==> config.mk <==
export PLATFORM = sky130hd
export DESIGN_NAME = fft_spi_in
export DESIGN_NICKNAME = d
export VERILOG_FILES = /design/src/rtl/fft_spi_pkg.sv /design/src/rtl/spi_sync_edge.sv /design/src/rtl/fft_spi_in.sv
export SDC_FILE = /design/constraint.sdc
export NUM_CORES = 1
export LEC_CHECK = 0
export BUFFER_PORTS_ARGS = -buffer_cell sky130_fd_sc_hd__buf_4
export CORE_ASPECT_RATIO = 0.7
export CORE_UTILIZATION = 60
export CTS_CLUSTER_SIZE = 10
export DETAILED_ROUTE_END_ITERATION = 10
export HOLD_SLACK_MARGIN = 0.02
export PLACE_DENSITY = 0.84
export SETUP_SLACK_MARGIN = 0.1
export SYNTH_ARGS = -nofsm -noshare
export SYNTH_HDL_FRONTEND = slang
export SYNTH_SLANG_ARGS = --single-unit
export TNS_END_PERCENT = 1
==> constraint.sdc <==
create_clock -name clk -period 3.4 [get_ports clk]
set_input_delay 0.34 -clock clk [delete_from_list [all_inputs] [get_ports clk]]
set_output_delay 0.34 -clock clk [all_outputs]
set_load 0.1 [all_outputs]
==> src/rtl/fft_spi_pkg.sv <==
// Shared definitions for the FFT result SPI link (transmitter and receiver).
package fft_spi_pkg;

    localparam int unsigned FFT_N           = 32;
    localparam int unsigned SPI_WORD_W      = 8;
    localparam int unsigned SPI_GAP_TIMEOUT = 1024;

    // SPI mode 0, MSB first
    localparam logic SPI_CPOL      = 1'b0;
    localparam logic SPI_CPHA      = 1'b0;
    localparam logic SPI_MSB_FIRST = 1'b1;

    typedef enum logic [1:0] {
        IDLE = 2'd0,
        RECV = 2'd1,
        GAP  = 2'd2
    } rx_state_e;

endpackage

==> src/rtl/spi_sync_edge.sv <==
// Two-flop synchronizer followed by an edge-detect register for one SPI pin.
module spi_sync_edge #(
    parameter logic RESET_VAL = 1'b0
) (
    input  logic clk,
    input  logic rst,
    input  logic d_i,
    output logic level_o,
    output logic rise_c,
    output logic fall_c
);

    logic meta_q;
    logic sync_q;
    logic prev_q;

    always_ff @(posedge clk) begin
        if (rst) begin
            meta_q <= RESET_VAL;
            sync_q <= RESET_VAL;
            prev_q <= RESET_VAL;
        end else begin
            meta_q <= d_i;
            sync_q <= meta_q;
            prev_q <= sync_q;
        end
    end

    assign level_o = sync_q;
    assign rise_c  = sync_q & ~prev_q;
    assign fall_c  = ~sync_q & prev_q;

endmodule

==> src/rtl/fft_spi_in.sv <==
// SPI mode-0 slave receiver: assembles 2*N words into a double-buffered frame.
// Optional mid-frame CS-high gap timeout enabled by FFT_SPI_IN_TIMEOUT_EN.
module fft_spi_in
    import fft_spi_pkg::*;
#(
    parameter int unsigned N     = FFT_N,
    parameter int unsigned MSB_2 = SPI_WORD_W
`ifdef FFT_SPI_IN_TIMEOUT_EN
    , parameter int unsigned GAP_TIMEOUT = SPI_GAP_TIMEOUT
`endif
) (
    input  logic                   clk,
    input  logic                   rst,
    input  logic                   sclk,
    input  logic                   mosi,
    input  logic                   cs,
    output logic [N*2*MSB_2-1:0]   data_bus,
    output logic [MSB_2-1:0]       word_out,
    output logic                   word_valid,
    output logic                   frame_valid,
    output logic                   frame_error
);

    localparam int unsigned WORDS = 2 * N;
    localparam int unsigned IDX_W = $clog2(WORDS);
    localparam int unsigned CNT_W = $clog2(MSB_2 + 1);
    localparam logic [IDX_W-1:0] LAST_IDX = IDX_W'(WORDS - 1);
    localparam logic [CNT_W-1:0] FULL_CNT = CNT_W'(MSB_2);
`ifdef FFT_SPI_IN_TIMEOUT_EN
    localparam int unsigned GAP_W = $clog2(GAP_TIMEOUT);
    localparam logic [GAP_W-1:0] GAP_LAST = GAP_W'(GAP_TIMEOUT - 1);
    logic [GAP_W-1:0] gap_cnt_q;
`endif

    logic sclk_lvl_unused;
    logic sclk_fall_unused;
    logic sclk_rise;
    logic cs_lvl;
    logic cs_rise;
    logic cs_fall;
    logic mosi_meta_q;
    logic mosi_sync_q;

    rx_state_e            state_q;
    logic [MSB_2-1:0]     shift_q;
    logic [MSB_2-1:0]     shift_d;
    logic [CNT_W-1:0]     bit_cnt_q;
    logic [IDX_W-1:0]     word_idx_q;
    logic [IDX_W-1:0]     word_idx_d;
    logic [MSB_2-1:0]     word_out_q;
    logic                 word_valid_q;
    logic                 frame_valid_q;
    logic                 frame_error_q;
    logic                 frame_done_q;
    logic [WORDS*MSB_2-1:0] data_bus_q;
    logic [WORDS*MSB_2-1:0] buf_flat_c;
    logic [MSB_2-1:0]     buf_q [WORDS];
    logic                 word_done_c;
    logic                 shift_en_c;

    spi_sync_edge #(.RESET_VAL(1'b0)) u_sclk_sync (
        .clk     (clk),
        .rst     (rst),
        .d_i     (sclk),
        .level_o (sclk_lvl_unused),
        .rise_c  (sclk_rise),
        .fall_c  (sclk_fall_unused)
    );

    spi_sync_edge #(.RESET_VAL(1'b1)) u_cs_sync (
        .clk     (clk),
        .rst     (rst),
        .d_i     (cs),
        .level_o (cs_lvl),
        .rise_c  (cs_rise),
        .fall_c  (cs_fall)
    );

    // mosi is stable around sclk rise, so it needs no edge detect
    always_ff @(posedge clk) begin
        if (rst) begin
            mosi_meta_q <= 1'b0;
            mosi_sync_q <= 1'b0;
        end else begin
            mosi_meta_q <= mosi;
            mosi_sync_q <= mosi_meta_q;
        end
    end

    assign word_done_c = (bit_cnt_q == FULL_CNT);
    assign shift_en_c  = (state_q == RECV) && sclk_rise && !cs_lvl;
    assign shift_d     = {shift_q[MSB_2-2:0], mosi_sync_q};

    always_comb begin
        word_idx_d = word_idx_q + IDX_W'(1);
        if (word_idx_q == LAST_IDX) begin
            word_idx_d = '0;
        end
    end

    // Working buffer; contents are don't-care after reset
    always_ff @(posedge clk) begin
        if (word_done_c) begin
            buf_q[word_idx_q] <= shift_q;
        end
    end

    for (genvar g = 0; g < WORDS; g++) begin : g_flat
        assign buf_flat_c[g*MSB_2 +: MSB_2] = buf_q[g];
    end

    always_ff @(posedge clk) begin
        if (rst) begin
            state_q       <= IDLE;
            shift_q       <= '0;
            bit_cnt_q     <= '0;
            word_idx_q    <= '0;
            word_out_q    <= '0;
            word_valid_q  <= 1'b0;
            frame_valid_q <= 1'b0;
            frame_error_q <= 1'b0;
            frame_done_q  <= 1'b0;
            data_bus_q    <= '0;
`ifdef FFT_SPI_IN_TIMEOUT_EN
            gap_cnt_q     <= '0;
`endif
        end else begin
            word_valid_q  <= 1'b0;
            frame_valid_q <= 1'b0;
            frame_error_q <= 1'b0;
            frame_done_q  <= 1'b0;

            // Publish one cycle after the last word lands in the working buffer
            if (frame_done_q) begin
                data_bus_q    <= buf_flat_c;
                frame_valid_q <= 1'b1;
            end

            if (word_done_c) begin
                word_out_q   <= shift_q;
                word_valid_q <= 1'b1;
                word_idx_q   <= word_idx_d;
                frame_done_q <= (word_idx_q == LAST_IDX);
                bit_cnt_q    <= '0;
            end

            if (shift_en_c) begin
                shift_q   <= shift_d;
                bit_cnt_q <= word_done_c ? CNT_W'(1) : bit_cnt_q + CNT_W'(1);
            end

            unique case (state_q)
                IDLE: begin
                    word_idx_q <= '0;
                    bit_cnt_q  <= '0;
                    if (cs_fall) begin
                        state_q <= RECV;
                    end
                end
                RECV: begin
                    if (cs_rise) begin
                        if ((bit_cnt_q != '0) && !word_done_c) begin
                            frame_error_q <= 1'b1;
                            word_idx_q    <= '0;
                            bit_cnt_q     <= '0;
                            state_q       <= IDLE;
                        end else begin
                            state_q <= GAP;
`ifdef FFT_SPI_IN_TIMEOUT_EN
                            gap_cnt_q <= '0;
`endif
                        end
                    end
                end
                GAP: begin
                    if (cs_fall) begin
                        state_q <= RECV;
`ifdef FFT_SPI_IN_TIMEOUT_EN
                        gap_cnt_q <= '0;
`endif
                    end else if (word_idx_q == '0) begin
                        state_q <= IDLE;
`ifdef FFT_SPI_IN_TIMEOUT_EN
                    end else if (gap_cnt_q == GAP_LAST) begin
                        frame_error_q <= 1'b1;
                        word_idx_q    <= '0;
                        state_q       <= IDLE;
                    end else begin
                        gap_cnt_q <= gap_cnt_q + GAP_W'(1);
`endif
                    end
                end
                default: state_q <= IDLE;
            endcase
        end
    end

    assign data_bus    = data_bus_q;
    assign word_out    = word_out_q;
    assign word_valid  = word_valid_q;
    assign frame_valid = frame_valid_q;
    assign frame_error = frame_error_q;

endmodule
Word level (Yosys, flattened, before mapping) --
Memory sizes are Yosys's and may differ from the RTL's. A register that Yosys moved wholly into a read port is not among the register bits. Index checks and enable logic that the tools add are counted.
Word-level totals: memories 1, RAM bits 512, bits in registers 40, output and inout port bits 523, logic and storage cells 68
Memory list:
- buf_q | depth 64, bits a word 8, rd ports 64, clocked after memory_dff 64, wr ports 1, RTL line fft_spi_in.sv:57 | logic [MSB_2-1:0] buf_q [WORDS];
Operators by class: reductions and logical operators 11, bitwise logic cells 9, muxes and demuxes 21, $add $sub $neg 2, equality and inequality tests 7
Operators by type and width (count):
- $mux W6 | 4
- $mux W4 | 5
- $pmux W6 S2 | 1
- $mux W2 | 5
- $pmux W4 S2 | 1
- $add A6 B1 Y6 const B | 1
- $eq A6 B6 Y1 const B | 1
- $logic_not A6 Y1 | 1
- $not A1 Y1 | 6
- $pmux W2 S3 | 1
- $add A4 B1 Y4 const B | 1
- $eq A4 B4 Y1 const B | 1
- $mux W1 | 4
- $ne A2 B2 Y1 const B | 2
- $reduce_bool A4 Y1 | 1
- $and A1 B1 Y1 | 3
- $logic_and A1 B1 Y1 | 3
- $ne A3 B3 Y1 const B | 1
- $reduce_and A3 Y1 | 1
- $reduce_or A3 Y1 | 1
- $eq A2 B1 Y1 const B | 1
- $eq A2 B2 Y1 const B | 1
- $logic_not A1 Y1 | 2
- $logic_not A2 Y1 | 1
- $reduce_or A2 Y1 | 1

Logic depth before layout (Yosys ltp) --
Gate-level depths: netlist of the first run.
word-level depth 8, gate-level depth with buffers 6

By module --
Synthesis of the first run repeated with hierarchy kept, for this count alone.
Unflattened totals: cells, all modules 2439, area total of the unflattened synthesis 35300.1 µm²
Modules (own cells, without submodules):
- fft_spi_in | times used 1, cells an instance 2423, area each 35116.2 µm², seq. area each 26305.2 µm²
- spi_sync_edge at u_cs_sync | times used 1, cells an instance 8, area each 92.6 µm², seq. area each 60.1 µm²
- spi_sync_edge at u_sclk_sync | times used 1, cells an instance 8, area each 91.3 µm², seq. area each 60.1 µm²

Worst setup path before layout of the first run --
No wires, ideal clock.
path type register to register, start point register bit_cnt_q[0], end point memory buf_q[27][0] in the netlist's numbering (enable), path buffers 0, arrival time 1478 ps, setup slack 1552 ps, library setup time 370 ps, stages on the path, launching flop included 6, path through dfxtp_1 > inv_1 > ha_1 > and4bb_2 > nand3_1 > nor2_1
On the way: cells in the longest elaborated chain, start to end 3
Ends and longest elaborated chain:
- start, declared | RTL line fft_spi_in.sv:47 | logic [CNT_W-1:0] bit_cnt_q;
- start signal, assigned | RTL line fft_spi_in.sv:149 | bit_cnt_q <= word_done_c ? CNT_W'(1) : bit_cnt_q + CNT_W'(1);
- $eq A4 B4 Y1 | RTL line fft_spi_in.sv:90 | assign word_done_c = (bit_cnt_q == FULL_CNT);
- $mux W1 | RTL line fft_spi_in.sv:103 | if (word_done_c) begin
- $mux W1 (implied by the code) | RTL line fft_spi_in.sv:104 | buf_q[word_idx_q] <= shift_q;
- end, declared | RTL line fft_spi_in.sv:57
No other way between the ends.

Worst setup path after layout of the first run --
start point register bit_cnt_q[0], end point memory buf_q[17][5] in the netlist's numbering (enable)
The elaborated chain is that of the path after synthesis.

==> metrics.txt, run 1 <==
status complete, no violations; YS warnings 0; top-area cell type share of the netlist area 43.7%; gpl congestion 0.831; postcts setup bufs 0; Layout area overhead 23.5%; flops & latches, synth 1064; post-synthesis mux area share 14.6%; Adder-Cell Fraction of Synth Area 0.142%; largest net degree at the start of global routing 101; crit-path max cell delay 0.87 ns; Worst-path clk slew 0.06 ns; Core ar. 57400 µm²; Tot Pwr 24.8 mW; post-route ant nets 0; main combinational cell family by area after synthesis multiplexers; vias in the first global route 21400; Max Buffers Root-to-Sink 3; Post-synth EDFFs 512; Die H 205 µm; DR vias 21500; worst skew pair latency 0.67 ns; WHS Endpoint data_bus[477]; unique cell type count in the Yosys netlist 40; crit path max-delay cell type nor2_1; drt first pass iters 6; synthesized cell area 35100 µm²; Tmin final 2.91 ns; first-pass GRT wire length 132000 µm; remaining global-route overflow 0; number of diodes 0; Max IR drop VDD 462 µV; hold path startpoint rst; Rel. slew slack 20.9%; WL final 90500 µm; Cell Rows 73; Iteration-0 DRC Markers 1670; die span in x 291 µm; die area 59600 µm²; RSZ-0062 raised after global routing false; Leak Pwr 15.6 nW; Avg Inst Size Synth 14.5 µm²; cell taking the most area after synthesis edfxtp_1; DRC viols 0; Total Negative Setup Slacks 0 ns; Crit path arrival time 3.20 ns; post-synthesis net count 2437; number of max-cap violations 0; fin nets 2992; power density cells 571 nW/µm²; number of H-tree levels 3; total clock sinks 1064; Compound-Gate Fraction of Synth Area 0.847%; # IOs 528; Via density 5.60; CP Max Fanout 8; Period Utilization, post-route 85.5%; R2R Setup Slk 0.49 ns; ys async rst share 0%; skew final 0.0391 ns; hold path depth 2; root buf cell clkbuf_16; sequential share of the synthesized area 75.2%; Simple-Gate Fraction of Synth Area 7.55%; WL/cell 23.6 µm; crit-path cells inv_1, ha_1, and4bb_2, nand2_1, nor2_1; antenna violations before repair 1; final hold violations 0; worst reg2reg path depth 5; FMAX 344 MHz; Starting Density 61.3%; gr usage total 29.8%; synth top area cells edfxtp_1 44%, dfxtp_1 31%, mux2i_1 15%; CTS tree yes; total CTS buffers 116; critical setup path kind flip-flop to flip-flop; Startpoint Class flip-flop; post-synthesis cell count 2428; Worst Tran Pin Value 1.19 ns; Reg-to-Reg End buf_q[17][5]; Synth Area in XOR/XNOR 0%; FF-to-FF Start bit_cnt_q[0]; Hold Crit Class input pin to flip-flop; Final setup viols 0; Worst Path Required 3.69 ns; Crit. End Element flip-flop; fraction of layout cells with a size suffix above 1 22.9%; fin. max-slew vios 0; Port-buffer cells 527; Synth Flop Type dfxtp_1; HPWL after detailed placement 54600 µm
-- power by group --
part / internal (mW) / switching, mW / leakage [nW]
Clock: 6.51 / 4.81 / 1.61
Combinational: 0.0253 / 0.115 / 4.82
Sequential: 13.3 / 0.00525 / 9.19
Total: 19.8 / 4.93 / 15.6
-- worst max path at each step --
stage | start | end | slack, ns | cells after the start
floorplan | bit_cnt_q[0] | buf_q[27][0] | 1.55 | 5
global placement | bit_cnt_q[0] | buf_q[9][6] | 0.70 | 5
detailed placement | bit_cnt_q[0] | buf_q[17][2] | 0.59 | 5
CTS | bit_cnt_q[0] | buf_q[17][7] | 0.52 | 5
global route | bit_cnt_q[0] | buf_q[30][7] | 0.41 | 5
finish | bit_cnt_q[0] | buf_q[17][5] | 0.49 | 5
-- area by class of cell --
class | instances | area (µm²)
Sequential cell | 1064 | 26500
Fill cell | 3342 | 14000
Multi-Input combinational cell | 1226 | 8130
Timing Repair Buffer | 566 | 4450
Clock buffer | 212 | 3310
Tap cell | 750 | 938
Clock inverter | 6 | 97.6
Inverter | 9 | 33.8
-- cell families after synthesis --
group,count (synthesis)
flops,1064
simple gates,661
mux,512
buf+inv,138
compound gates,49
fa+ha+maj,4
-- state kept, by name (all words and copies together), names as in the netlist, 2 cells and up --
name and flops:
state_q 2, bit_cnt_q 4, word_out 8, shift_q 8, data_bus 512, word_idx_q 6, buf_q 512
-- cell usage after synthesis, types with 2 or more instances --
cell	count
nor2_1	579
dfxtp_1	552
edfxtp_1	512
mux2i_1	512
buf_2	63
clkbuf_1	57
nand2_1	27
a21oi_1	23
nand3_1	15
o21ai_0	12
nor2b_1	11
buf_1	9
inv_1	8
or3_1	5
ha_1	4
nand3b_1	4
a211oi_1	3
nand2b_1	3
o211ai_1	3
or2_2	3
nand4b_1	2
o31ai_1	2
or4_1	2
-- metal layers --
layer / track usage, % / part of all wire, % / up-vias / wire length (µm)
met1: 38.8 / 40 / 10600 / 35900
li1: - / - / 9615 / -
met3: 7.37 / 8.8 / 182 / 7990
met2: 49.3 / 49 / 1020 / 44000
met5: 0 / 0 / - / 0
met4: 10.1 / 2.8 / 0 / 2580
-- per-stage QoR --
step                      std cells  area (µm²)  worst slack, ns  utilization (%)  hold slack [ns]
final                          3833       43400            0.493             75.7            0.162
after detailed placement       3612       40000            0.590             69.7            0.417
after floorplan                2428       35100             1.55                -            0.389
after global routing           3833       43400            0.411             75.7            0.180
after CTS                      3833       43400            0.524             75.7            0.157
after global placement         3612       40000            0.696             69.7            0.410
-- critical path: cells and delay by family, from the launching register on --
kind / cells / cell delay (ns)
flops: 1 / 0.34
buf+inv: 1 / 0.09
fa+ha+maj: 1 / 0.23
simple gates: 3 / 1.86
-- layout by cell type (no fill, tap or decap), types with 15 or more instances in the layout --
cell / instances
a21oi_1: 23
edfxtp_1: 512
buf_4: 547
clkbuf_16: 118
clkbuf_1: 94
buf_12: 15
nor2_1: 579
mux2i_1: 512
nand2_1: 27
nand3_1: 15
dfxtp_1: 543
-- timing repair --
action | 4_1_cts | 5_1_grt
hold buffers | 3 | 0
endpoints found under the hold margin | 3 | 0
gates resized for setup | 0 | 0
(Power assumes the default switching activity.)
==> run 2: changes to the inputs <==
--- a/config.mk
+++ b/config.mk
@@ -12,6 +12,7 @@
 export DETAILED_ROUTE_END_ITERATION = 10
 export HOLD_SLACK_MARGIN = 0.02
-export PLACE_DENSITY = 0.84
+export PLACE_DENSITY = 0.83
 export SETUP_SLACK_MARGIN = 0.1
+export SKIP_LAST_GASP = 1
 export SYNTH_ARGS = -nofsm -noshare
 export SYNTH_HDL_FRONTEND = slang
==> constraint.sdc (replaced) <==
create_clock -name clk -period 3.4 [get_ports clk]
set_input_delay 0.34 -clock clk [delete_from_list [all_inputs] [get_ports clk]]
set_output_delay 0.34 -clock clk [all_outputs]
set_load 0.01 [all_outputs]
==> run 2 against run 1 <==
Compared with the run above:
- hold slack improved by 0.016 ns
- cell count about the same
- sequential cell count unchanged
- critical path depth increased by 1
- sequential share of layout area increased by 0.054 points
- wire length increased by 0.19%
- global-route usage increased by 0.11 points
- maximum frequency decreased by 2.9%
- register-to-register slack got worse by 0.09 ns
- via count increased by 0.83%
- die area unchanged
- critical endpoint is now buf_q[52][4]
- highest routed layer unchanged
==> metrics.txt, run 2 (synthesized netlist as in run 1, its figures left out) <==
status complete, no violations; met2 WL 43600 µm; post-route ant nets 0; number of max-cap violations 0; worst reg2reg path depth 6; number of H-tree levels 3; commonest cells after routing, fill and taps aside 579 x nor2_1, 549 x buf_4, 543 x dfxtp_1, 512 x mux2i_1, 512 x edfxtp_1; skew final 0.0218 ns; Via density 5.64; WL/cell 23.7 µm; top routing layer used met4; fin. max-slew vios 0; die area 59600 µm²; # IOs 528; antenna violations before repair 0; Worst Path Required 3.69 ns; critical setup path kind flip-flop to flip-flop; Bufs and invs on worst path 2; Period Utilization, post-route 88.1%; DR vias 21600; Stages on worst setup path 6; die span in x 291 µm; Rel. slew slack 22.5%; remaining global-route overflow 0; Final setup viols 0; Metal-1 WL 36000 µm; gr usage total 29.9%; Starting Density 61.3%; Layout area overhead 23.4%; worst skew pair latency 0.68 ns; Core ar. 57400 µm²; root buf cell clkbuf_16; Iteration-0 DRC Markers 1818; largest net degree at the start of global routing 108; HPWL after detailed placement 53600 µm; Startpoint Class flip-flop; Hold Slack 0.178 ns; drt first pass iters 7; Post-DP Area 39900 µm²; total clock sinks 1064; Post-CTS Hold Fix Bufs 3; Port-buffer cells 527; total CTS buffers 116; first-pass GRT wire length 133000 µm; Crit path arrival time 3.29 ns; Worst-path clk slew 0.05 ns; CTS tree yes; Cell Rows 73; crit-path cells inv_1, ha_1, and4b_1, nand3_1, buf_4, nor2_1; gpl congestion 0.831; FMAX 334 MHz; Leak Pwr 15.6 nW; DRC viols 0; RSZ-0062 raised after global routing false; final hold violations 0; fin nets 2991; Crit. End Element flip-flop; Max Buffers Root-to-Sink 3; Final Cell Area 43400 µm²; Max IR drop VDD 466 µV; Die H 205 µm; crit-path leading delay family simple AND/OR/NAND/NOR gates; postcts setup bufs 0; Total Negative Setup Slacks 0 ns; Hold Crit Class input pin to flip-flop; CP Max Fanout 8; most common cell after layout, fill and taps aside nor2_1; PostCTS Resize Cnt 0; power density cells 573 nW/µm²; WL final 90700 µm; vias in the first global route 21700; crit-path max cell delay 0.66 ns; hold path depth 2; DR WL met3 7860 µm; number of diodes 0; crit path max-delay cell type nand3_1; Worst Tran Pin Value 1.16 ns; Tmin final 2.99 ns; fraction of layout cells with a size suffix above 1 22.8%
run 2: worst reg2reg max path: cells and delay by family (launching register included):
kind,cells,cell delay (ns)
buffers and inverters,2,0.55
adder cells (fa/ha/maj),1,0.25
AND/OR/NAND/NOR,3,1.48
flip-flops,1,0.33
run 2: per-stage QoR:
step	setup WS (ns)	std cells	power, mW	util, %
after floorplan	1.55	2428	13.7	-
after global placement	0.576	3611	13.7	69.6
after detailed placement	0.446	3611	13.7	69.6
after CTS	0.398	3832	24.9	75.6
after global routing	0.286	3832	25.5	75.6
final	0.406	3832	24.8	75.6
run 2: power breakdown:
part           internal [mW]  switching, mW
combinational         0.0260          0.114
sequential              13.3        0.00550
clock                   6.52           4.87
run 2: path summary, 6_finish.rpt:
path	end	start	slack (ns)
worst max-delay path	buf_q[52][4]	bit_cnt_q[0]	0.41
worst min-delay path	data_bus[495]	rst	0.18
worst max register to register	buf_q[52][4]	bit_cnt_q[0]	0.41
worst min register to register	mosi_sync_q	mosi_meta_q	0.45
run 2: final cells by class:
type,instances,area [µm²]
clock buffer,212,3310
clock inverter,6,108
fill,3256,14000
inverter,9,33.8
multi-input combinational,1226,8130
sequential,1064,26500
tap,750,938
timing repair buffer,565,4410
run 2: routing by layer:
metal	GRT usage, %	vias up
li1	-	9641
met1	39.4	10800
met2	48.5	1023
met3	6.93	210
met4	12.1	0
met5	0	-
